===== src/rtl/cache_way_policy.sv =====
// -----------------------------------------------------------------------------
// cache_way_policy
//
// N-way replacement and way-select unit for the set-associative cache
// datapath. Each set holds a tree-PLRU state (NUM_WAYS-1 bits) and an MRU way.
// A lookup returns a registered way index, one cycle later, chosen by mode:
//   cmp (00, and reserved 11) : lowest valid hitting way
//   lru (01)                  : lowest invalid way, else the PLRU victim
//   mru (10)                  : most recently touched way of the set
// A touch to the same set in the same cycle as a lookup is forwarded into
// that lookup. clear wipes PLRU, MRU and the sticky multi-hit error.
//
// Ports
//   clk, rst                       clock, asynchronous active-high reset
//   lookup_valid/set, way_mode     lookup request
//   hit_vec, valid_vec             per-way tag-compare and valid bits
//   touch_valid/set/way            access record for replacement state
//   clear                          synchronous wipe of all policy state
//   resp_valid/way/hit/fill        registered response (held when idle)
//   err_multihit                   sticky multiple-valid-hit flag
// -----------------------------------------------------------------------------
module cache_way_policy #(
    parameter  int NUM_WAYS = 4,
    parameter  int NUM_SETS = 16,
    localparam int WAY_W    = $clog2(NUM_WAYS),
    localparam int SET_W    = $clog2(NUM_SETS)
) (
    input  logic                clk,
    input  logic                rst,
    input  logic                lookup_valid,
    input  logic [SET_W-1:0]    lookup_set,
    input  logic [1:0]          way_mode,
    input  logic [NUM_WAYS-1:0] hit_vec,
    input  logic [NUM_WAYS-1:0] valid_vec,
    input  logic                touch_valid,
    input  logic [SET_W-1:0]    touch_set,
    input  logic [WAY_W-1:0]    touch_way,
    input  logic                clear,
    output logic                resp_valid,
    output logic [WAY_W-1:0]    resp_way,
    output logic                resp_hit,
    output logic                resp_fill,
    output logic                err_multihit
);

    // Width of a heap node index; node indices run 0..NUM_WAYS-2.
    localparam int NODE_W = (NUM_WAYS > 2) ? $clog2(NUM_WAYS - 1) : 1;

    typedef logic [NUM_WAYS-2:0] tree_t;

    typedef enum logic [1:0] {
        MODE_CMP = 2'b00,
        MODE_LRU = 2'b01,
        MODE_MRU = 2'b10,
        MODE_RSV = 2'b11
    } way_mode_e;

    // ------------------------------------------------------------------
    // Tree helpers. The walk consumes way index bits MSB first; at each
    // node the next node is 2k+1 (left) or 2k+2 (right).
    // ------------------------------------------------------------------
    function automatic tree_t plru_touch(input tree_t t, input logic [WAY_W-1:0] way);
        tree_t             r;
        logic [NODE_W-1:0] k;
        r = t;
        k = '0;
        for (int l = WAY_W - 1; l >= 0; l--) begin
            // Point away from the touched way.
            r[k] = ~way[l];
            // The final step overflows past the last node; it is never used.
            k    = NODE_W'({k, 1'b1}) + NODE_W'(way[l]);
        end
        return r;
    endfunction

    function automatic logic [WAY_W-1:0] plru_victim(input tree_t t);
        logic [WAY_W-1:0]  w;
        logic [NODE_W-1:0] k;
        w = '0;
        k = '0;
        for (int l = WAY_W - 1; l >= 0; l--) begin
            w[l] = t[k];
            k    = NODE_W'({k, 1'b1}) + NODE_W'(t[k]);
        end
        return w;
    endfunction

    function automatic logic [WAY_W-1:0] lowest_set(input logic [NUM_WAYS-1:0] v);
        logic [WAY_W-1:0] w;
        w = '0;
        for (int i = NUM_WAYS - 1; i >= 0; i--) begin
            if (v[i]) w = WAY_W'(i);
        end
        return w;
    endfunction

    // ------------------------------------------------------------------
    // Policy state
    // ------------------------------------------------------------------
    tree_t            plru [NUM_SETS];
    logic [WAY_W-1:0] mru  [NUM_SETS];

    // ------------------------------------------------------------------
    // Lookup selection (combinational, registered below)
    // ------------------------------------------------------------------
    logic [NUM_WAYS-1:0] m;
    tree_t               touched_tree;
    tree_t               eff_tree;
    logic [WAY_W-1:0]    eff_mru;
    logic                fwd;
    logic                is_cmp;
    logic [WAY_W-1:0]    sel_way;
    logic                sel_hit;
    logic                sel_fill;
    logic                multihit;

    always_comb begin
        // NOTE: every variable gets a default first so no path can infer a latch.
        m            = hit_vec & valid_vec;
        touched_tree = plru_touch(plru[touch_set], touch_way);
        // clear suppresses forwarding: the lookup sees pre-clear state.
        fwd          = touch_valid && !clear && (touch_set == lookup_set);
        eff_tree     = fwd ? touched_tree : plru[lookup_set];
        eff_mru      = fwd ? touch_way    : mru[lookup_set];
        is_cmp       = 1'b0;
        sel_way      = '0;
        sel_fill     = 1'b0;

        case (way_mode_e'(way_mode))
            MODE_LRU: begin
                if (&valid_vec) begin
                    sel_way = plru_victim(eff_tree);
                end else begin
                    sel_way  = lowest_set(~valid_vec);
                    sel_fill = 1'b1;
                end
            end
            MODE_MRU: sel_way = eff_mru;
            default: begin
                // cmp and the reserved encoding behave identically.
                is_cmp  = 1'b1;
                sel_way = lowest_set(m);
            end
        endcase

        sel_hit  = m[sel_way];
        // More than one bit set <=> clearing the lowest set bit leaves something.
        multihit = is_cmp && ((m & (m - NUM_WAYS'(1))) != '0);
    end

    // ------------------------------------------------------------------
    // State and response registers
    // ------------------------------------------------------------------
    always_ff @(posedge clk or posedge rst) begin
        if (rst) begin
            // NOTE: the policy arrays are flops, not RAM, and are reset because
            // the replacement order after reset is architecturally defined.
            for (int s = 0; s < NUM_SETS; s++) begin
                plru[s] <= '0;
                mru[s]  <= '0;
            end
            resp_valid   <= 1'b0;
            resp_way     <= '0;
            resp_hit     <= 1'b0;
            resp_fill    <= 1'b0;
            err_multihit <= 1'b0;
        end else begin
            // NOTE: non-blocking assignments, so all reads in this block and in
            // the combinational logic see pre-edge state.
            if (clear) begin
                for (int s = 0; s < NUM_SETS; s++) begin
                    plru[s] <= '0;
                    mru[s]  <= '0;
                end
            end else if (touch_valid) begin
                plru[touch_set] <= touched_tree;
                mru[touch_set]  <= touch_way;
            end

            if (clear) begin
                err_multihit <= 1'b0;
            end else if (lookup_valid && multihit) begin
                err_multihit <= 1'b1;
            end

            resp_valid <= lookup_valid;
            if (lookup_valid) begin
                resp_way  <= sel_way;
                resp_hit  <= sel_hit;
                resp_fill <= sel_fill;
            end
        end
    end

endmodule


===== config.mk =====
export PLATFORM = sky130hd
export DESIGN_NAME = cache_way_policy
export DESIGN_NICKNAME = d
export VERILOG_FILES = /design/src/rtl/cache_way_policy.sv
export SDC_FILE = /design/constraint.sdc
export NUM_CORES = 1
export LEC_CHECK = 0
export ABC_AREA = 1
export BUFFER_PORTS_ARGS = -buffer_cell sky130_fd_sc_hd__buf_2
export CAP_MARGIN = 20
export CORE_MARGIN = 5
export CORE_UTILIZATION = 55
export DETAILED_ROUTE_END_ITERATION = 10
export PLACE_DENSITY = 0.73
export SLEW_MARGIN = 20
export SYNTH_ARGS = -nofsm -noshare
export SYNTH_HDL_FRONTEND = slang
export SYNTH_SLANG_ARGS = --single-unit
export TNS_END_PERCENT = 1

===== constraint.sdc =====
create_clock -name clk -period 3.7 [get_ports clk]
set_input_delay 0.37 -clock clk [delete_from_list [all_inputs] [get_ports clk]]
set_output_delay 0.37 -clock clk [all_outputs]
set_load 0.03 [all_outputs]

# Yosys cells after proc, flatten, opt, wreduce, memory -nomap -nowiden
# Cells that the tools add are included.
[classes] n_mux=43 magnitude_cmp=7 n_addsub=3 n_eq_ne=3 n_bitwise=7 div_mod_pow=0 reduce_logical=12 mul=0 shifts=0
[ops] op="48-bit 2-to-1 mux" n=2
[ops] op="32-bit 2-to-1 mux" n=2
[ops] op="48-bit bitwise mux" n=1
[ops] op="32-bit bitwise mux" n=1
[ops] op="2-bit 2-to-1 mux" n=13
[ops] op="3-bit binary-select mux with 4-bit select" n=2
[ops] op="3-bit 2-to-1 mux" n=6
[ops] op="3-bit demux with 4-bit select" n=1
[ops] op="5-bit >= comparator (second input constant)" n=2
[ops] op="4-bit inverter with 5-bit output" n=2
[ops] op="2-bit by 3-bit < comparator with 1-bit output (second input constant)" n=3
[ops] op="4-bit AND" n=2
[ops] op="2-bit binary-select mux with 4-bit select" n=1
[ops] op="2-bit demux with 4-bit select" n=1
[ops] op="1-bit 2-to-1 mux" n=8
[ops] op="1-bit logical AND" n=6
[ops] op="5-bit by 1-bit < comparator with 1-bit output (second input constant)" n=1
[ops] op="1-bit by 1-bit adder with 2-bit output (first input constant)" n=2
[ops] op="1-bit binary-select mux with 2-bit select" n=2
[ops] op="4-bit equality test" n=1
[ops] op="4-bit inverter" n=1
[ops] op="2-bit one-hot mux with 2 select lines" n=1
[ops] op="4-bit AND reduction" n=1
[ops] op="2-bit nonzero test" n=2
[ops] op="10 further kinds" n=11
[word_totals] memories=0 ram_bits=0 in_bits=25 register_bits=86 romBits=0 output_inout_bits=6 latchBits=0

# Depth between registers and ports, before layout
[logic_depth] ltp_word=14 mapped_depth=22 depth_no_buf=21

# Least setup slack after synthesis
# OpenSTA, ideal clock, no wires.
[synth_path] path_kind="in2reg" startpoint="in lookup_set[2]" endpoint="reg resp_hit" path_slack_ps=1865 arrival_ps=1718 setup_ps=117 path_stages=18 required_time_ps=3583 path_cell_list="buf_2 xor2_1 a211oi_2 nand3_2 inv_1 nand3_1 nand3_1 nand2_1 nand2_1 nand2_1 nand2_2 nand2_2 nand2_1 nand2_1 nand2_1 nand2_1 nand2_1 nand2_1"
[synth_via] elab_chain_cells=12 word_cells_on_any_way=18
[synth_rtl] item="start, declared" line="31" text="input logic [SET_W-1:0] lookup_set,"
[synth_rtl] item="4-bit inverter with 5-bit output (not written as such)" line="123, 124"
[synth_rtl] item="3-bit binary-select mux with 4-bit select" line="123" text="eff_tree = fwd ? touched_tree : plru[lookup_set];"
[synth_rtl] item="3-bit 2-to-1 mux (not written as such) (2 in a row)" line="123"
[synth_rtl] item="3-bit 2-to-1 mux" line="123"
[synth_rtl] item="1-bit by 1-bit adder with 2-bit output" line="83" text="k = NODE_W'({k, 1'b1}) + NODE_W'(t[k]);"
[synth_rtl] item="1-bit binary-select mux with 2-bit select"
[synth_rtl] item="1-bit 2-to-1 mux"
[synth_rtl] item="2-bit 2-to-1 mux" line="131" text="if (&valid_vec) begin"
[synth_rtl] item="2-bit one-hot mux with 2 select lines (*)" line="129" text="case (way_mode_e'(way_mode))"
[synth_rtl] item="1-bit binary-select mux with 2-bit select (*)" line="146" text="sel_hit = m[sel_way];"
[synth_rtl] item="1-bit 2-to-1 mux (not written as such) (*)" line="146"
[synth_rtl] item="end signal, assigned" line="189" text="resp_hit <= sel_hit;"
[synth_rtl] item="end, declared" line="41" text="output logic resp_hit,"
# Every way passes the cells marked *; elsewhere a longest branch is shown, timed or not. The select of a mux whose other input is x is not followed.
# A chain may end at the register's enable or synchronous reset.

# Worst setup path in the final report
[layout_path] startpoint="in lookup_set[0]" endpoint="reg resp_hit"
# The elaborated chain is that of the path after synthesis.

==> insert_results.sql <==
INSERT INTO impl_metrics (metric_group, metric, value, unit) VALUES
('pwr', 'leakage_power_total', '2.50', 'nW'),
('sta', 'fin_hold_ws', '63.8', 'ps'),
('sta', 'clock-skew-final', '10.3', 'ps'),
('synthesis', 'synth.avg_cell_area', '7.43', 'um^2'),
('final_layout', 'fin_nets', '697', ''),
('grt', 'grt_overflow_total', '0', ''),
('drt', 'drc', '0', ''),
('final_layout', 'multi_input_comb_area', '2140', 'um^2'),
('sta', 'rsz0062_at_grt', 'false', ''),
('cts', 'cts_sinks', '86', ''),
('setup_path', 'path_common_cell', 'sky130_fd_sc_hd__nand2_1', ''),
('final_layout', 'sequential_cell_area', '2150', 'um^2'),
('setup_path', 'r2r-end', 'plru[22]', ''),
('floorplanning', 'starting_density_of_the_core', '0.562', ''),
('drt', 'detail-route-antenna-nets', '0', ''),
('cts', 'number_of_buffers_on_the_longest_clock_path', '2', ''),
('final_layout', 'layout-drive-gt1-share', '0.0948', ''),
('setup_path', 'critical_path.startpoint', 'lookup_set[0]', ''),
('synthesis', 'ys_seq_elements', '86', ''),
('floorplanning', 'rows', '34', ''),
('sta', 'slew_violations', '0', ''),
('run', 'timing.max_cap.violations', '0', ''),
('pwr', 'post-layout-total-power', '2.01', 'mW'),
('drt', 'drt_pass1_iterations', '6', ''),
('floorplanning', 'dieWidth', '104', 'um'),
('setup_path', 'critPathKind', 'in -> reg', ''),
('drt', 'routedLengthMet1', '6.05', 'mm'),
('cts', 'post_cts.repair.setup_buffers', '0', ''),
('final_layout', 'nFillCells', '843', ''),
('sta', 'fmaxAchievable', '418', 'MHz'),
('setup_path', 'timing.critical_path.to', 'resp_hit', ''),
('sta', 'finalHoldViolCount', '0', ''),
('grt', 'grt_pass1_wl', '22.8', 'mm'),
('grt', 'antenna_violations_before_repair', '0', ''),
('setup_path', 'crit_chain', 'buf_2 > buf_4 > o22ai_1 > a21oi_2 > nand3_2 > inv_1 > nand3_1 > nand3_1 > nand2_1 > nand2_1 > nand2_1 > nand2_2 > nand2_2 > nand2_1 > nand2_1 > nand2_1 > nand2_1 > nand2_1 > nand2_1', ''),
('synthesis', 'synth_largest_type_area_fraction', '0.441', ''),
('floorplanning', 'placeableCoreArea', '8680', 'um^2'),
('setup_path', 'worst_r2r_path_depth', '9', ''),
('synthesis', 'proportion_of_synthesized_flip_flops_having_asynchronous_set_or_reset', '1.00', ''),
('grt', 'grt_pass1_vias', '4463', ''),
('setup_path', 'crit_arrival', '2670', 'ps'),
('final_layout', 'antenna_cells', '0', ''),
('synthesis', 'number_of_enable_type_register_cells_in_the_synthesized_netlist', '0', ''),
('sta', 'setup-tns-final', '0', 'ps'),
('synthesis', 'post-synth-top-count-cell', 'sky130_fd_sc_hd__nand2_1', ''),
('cts', 'tritoncts', 'done', ''),
('placed_design', 'place.gp.congestion', '0.961', ''),
('synthesis', 'top_reg_cell_synth', 'sky130_fd_sc_hd__dfrtp_1', ''),
('drt', 'detailedRoute.firstIterationViolations', '452', ''),
('status', 'status', 'finished, final reports clean', ''),
('cts', 'cts_inserted_buffers', '9', ''),
('synthesis', 'postSynthCellCount', '657', ''),
('placed_design', 'input_output_buffers', '30', ''),
('cts', 'cts_resized', '0', ''),
('drt', 'wl_met2', '6.45', 'mm'),
('pwr', 'vdd_drop_max', '0.279', 'mV'),
('synthesis', 'synthesis.area', '4880', 'um^2'),
('setup_path', 'path_delay_family', 'buffers and inverters', ''),
('drt', 'top_layer_used', 'met4', ''),
('synthesis', 'leading_cell_types_by_count_after_synthesis', 'sky130_fd_sc_hd__nand2_1, sky130_fd_sc_hd__inv_1, sky130_fd_sc_hd__dfrtp_1, sky130_fd_sc_hd__nand3_1, sky130_fd_sc_hd__o22ai_1', ''),
('drt', 'wl_per_instance', '17.7', 'um'),
('synthesis', 'yosysUniqueCellTypes', '32', ''),
('synthesis', 'post_synth_main_area_contributors', 'sky130_fd_sc_hd__dfrtp_1, sky130_fd_sc_hd__nand2_1, sky130_fd_sc_hd__o22ai_1', ''),
('cts', 'cts_hold_buffers', '0', ''),
('drt', 'wirelength', '13.9', 'mm'),
('synthesis', 'synth.yosys.warnings', '0', ''),
('drt', 'route.detailed.vias_per_inst', '5.92', ''),
('synthesis', 'syn-num-nets', '684', ''),
('setup_path', 'worst-endpoint-required', '3970', 'ps'),
('setup_path', 'reg2reg_setup_slack', '1680', 'ps'),
('placed_design', 'dp_hpwl', '9.38', 'mm');
==> kinds of logic (layout without fill, tap and decap cells) <==
group / after synthesis / in the layout / share of synthesized area
and+or+nand+nor: 268 / 268 / 0.230
AOI/OAI and AO/OA: 167 / 167 / 0.202
buffers and inverters: 133 / 151 / 0.120
DFF: 86 / 86 / 0.441
adders and majority gates: 2 / 2 / 0.00513
xor gates and xnor gates: 1 / 1 / 0.00180
==> worst register-to-register path: stages, from the launching register on <==
cell	delay (ps)
sky130_fd_sc_hd__dfrtp_1	390
sky130_fd_sc_hd__nand2_1	60
sky130_fd_sc_hd__o21ai_0	90
sky130_fd_sc_hd__nand2_1	80
sky130_fd_sc_hd__nand2_1	70
sky130_fd_sc_hd__nand2_1	110
sky130_fd_sc_hd__nand2_1	70
sky130_fd_sc_hd__o21ai_1	190
sky130_fd_sc_hd__o21a_1	630
sky130_fd_sc_hd__o22ai_1	180
==> cell usage in the layout (no fill, tap or decap) <==
cell	count
sky130_fd_sc_hd__o32ai_1	1
sky130_fd_sc_hd__clkinv_2	1
sky130_fd_sc_hd__clkinvlp_4	1
sky130_fd_sc_hd__nand2_4	1
sky130_fd_sc_hd__a211oi_2	1
sky130_fd_sc_hd__o21ai_1	4
sky130_fd_sc_hd__a31oi_1	1
sky130_fd_sc_hd__nor2_2	1
sky130_fd_sc_hd__o21ai_2	2
sky130_fd_sc_hd__nor3_1	1
sky130_fd_sc_hd__a21oi_1	25
sky130_fd_sc_hd__ha_1	2
sky130_fd_sc_hd__inv_1	96
sky130_fd_sc_hd__inv_2	2
sky130_fd_sc_hd__clkbuf_8	10
sky130_fd_sc_hd__o2111ai_1	1
sky130_fd_sc_hd__nor2_1	24
sky130_fd_sc_hd__dfrtp_1	86
sky130_fd_sc_hd__clkinv_4	2
sky130_fd_sc_hd__inv_6	1
sky130_fd_sc_hd__nand3_2	1
sky130_fd_sc_hd__nand3_1	71
sky130_fd_sc_hd__nand4_1	2
sky130_fd_sc_hd__buf_4	5
sky130_fd_sc_hd__nand2_2	2
sky130_fd_sc_hd__inv_4	1
sky130_fd_sc_hd__xor2_1	1
sky130_fd_sc_hd__o211ai_1	14
sky130_fd_sc_hd__buf_2	30
sky130_fd_sc_hd__o21a_1	2
sky130_fd_sc_hd__o21ai_0	48
sky130_fd_sc_hd__nand2_1	165
sky130_fd_sc_hd__o22ai_1	67
sky130_fd_sc_hd__bufinv_16	2
sky130_fd_sc_hd__a21oi_2	1
==> worst min-delay path by stage <==
stage	startpoint	endpoint	slack, ps	cells after the start
2_1_floorplan	lookup_valid	resp_valid	400	0
3_3_place_gp	resp_fill	resp_fill	470	2
3_5_place_dp	resp_hit	resp_hit	470	2
4_1_cts	rst	plru[20]	90	2
5_1_grt	rst	plru[19]	120	2
6_report	rst	plru[9]	60	2
==> report_power, final <==
group | switching [mW] | internal [mW]
Clock | 0.366 | 0.403
Sequential | 0.00658 | 0.954
Combinational | 0.209 | 0.0724
==> routing by layer <==
| metal | global-route usage | vias up |
|---|---|---|
| met4 | 0.0870 | 0 |
| met1 | 0.366 | 2195 |
| met2 | 0.400 | 196 |
| li1 | - | 2216 |
| met5 | 0 | - |
| met3 | 0.0565 | 25 |
==> registers in the layout, summed over array words and instances (netlist names) <==
| signal | flops |
|---|---|
| mru | 32 |
| resp_valid | 1 |
| resp_hit | 1 |
| resp_way | 2 |
| resp_fill | 1 |
| plru | 48 |
| err_multihit | 1 |
==> metrics by stage <==
| step | utilization | instances | setup WS [ps] | instance area, um^2 |
|---|---|---|---|---|
| 5_1_grt | 0.603 | 783 | 1060 | 5230 |
| 4_1_cts | 0.603 | 783 | 1320 | 5230 |
| 6_report | 0.603 | 783 | 1310 | 5230 |
| 3_3_place_gp | 0.576 | 767 | 1040 | 5000 |
| 2_1_floorplan | - | 657 | 1110 | 4880 |
| 3_5_place_dp | 0.576 | 767 | 931 | 5000 |
==> cell type report <==
type | count | area share
clock inverter | 6 | 0.0179
timing repair buffer | 35 | 0.0359
clock buffer | 10 | 0.0263
tap | 108 | 0.0258
inverter | 100 | 0.0725
sequential | 86 | 0.412
multi-input combinational | 438 | 0.410
Power figures use the tool's default switching activity.
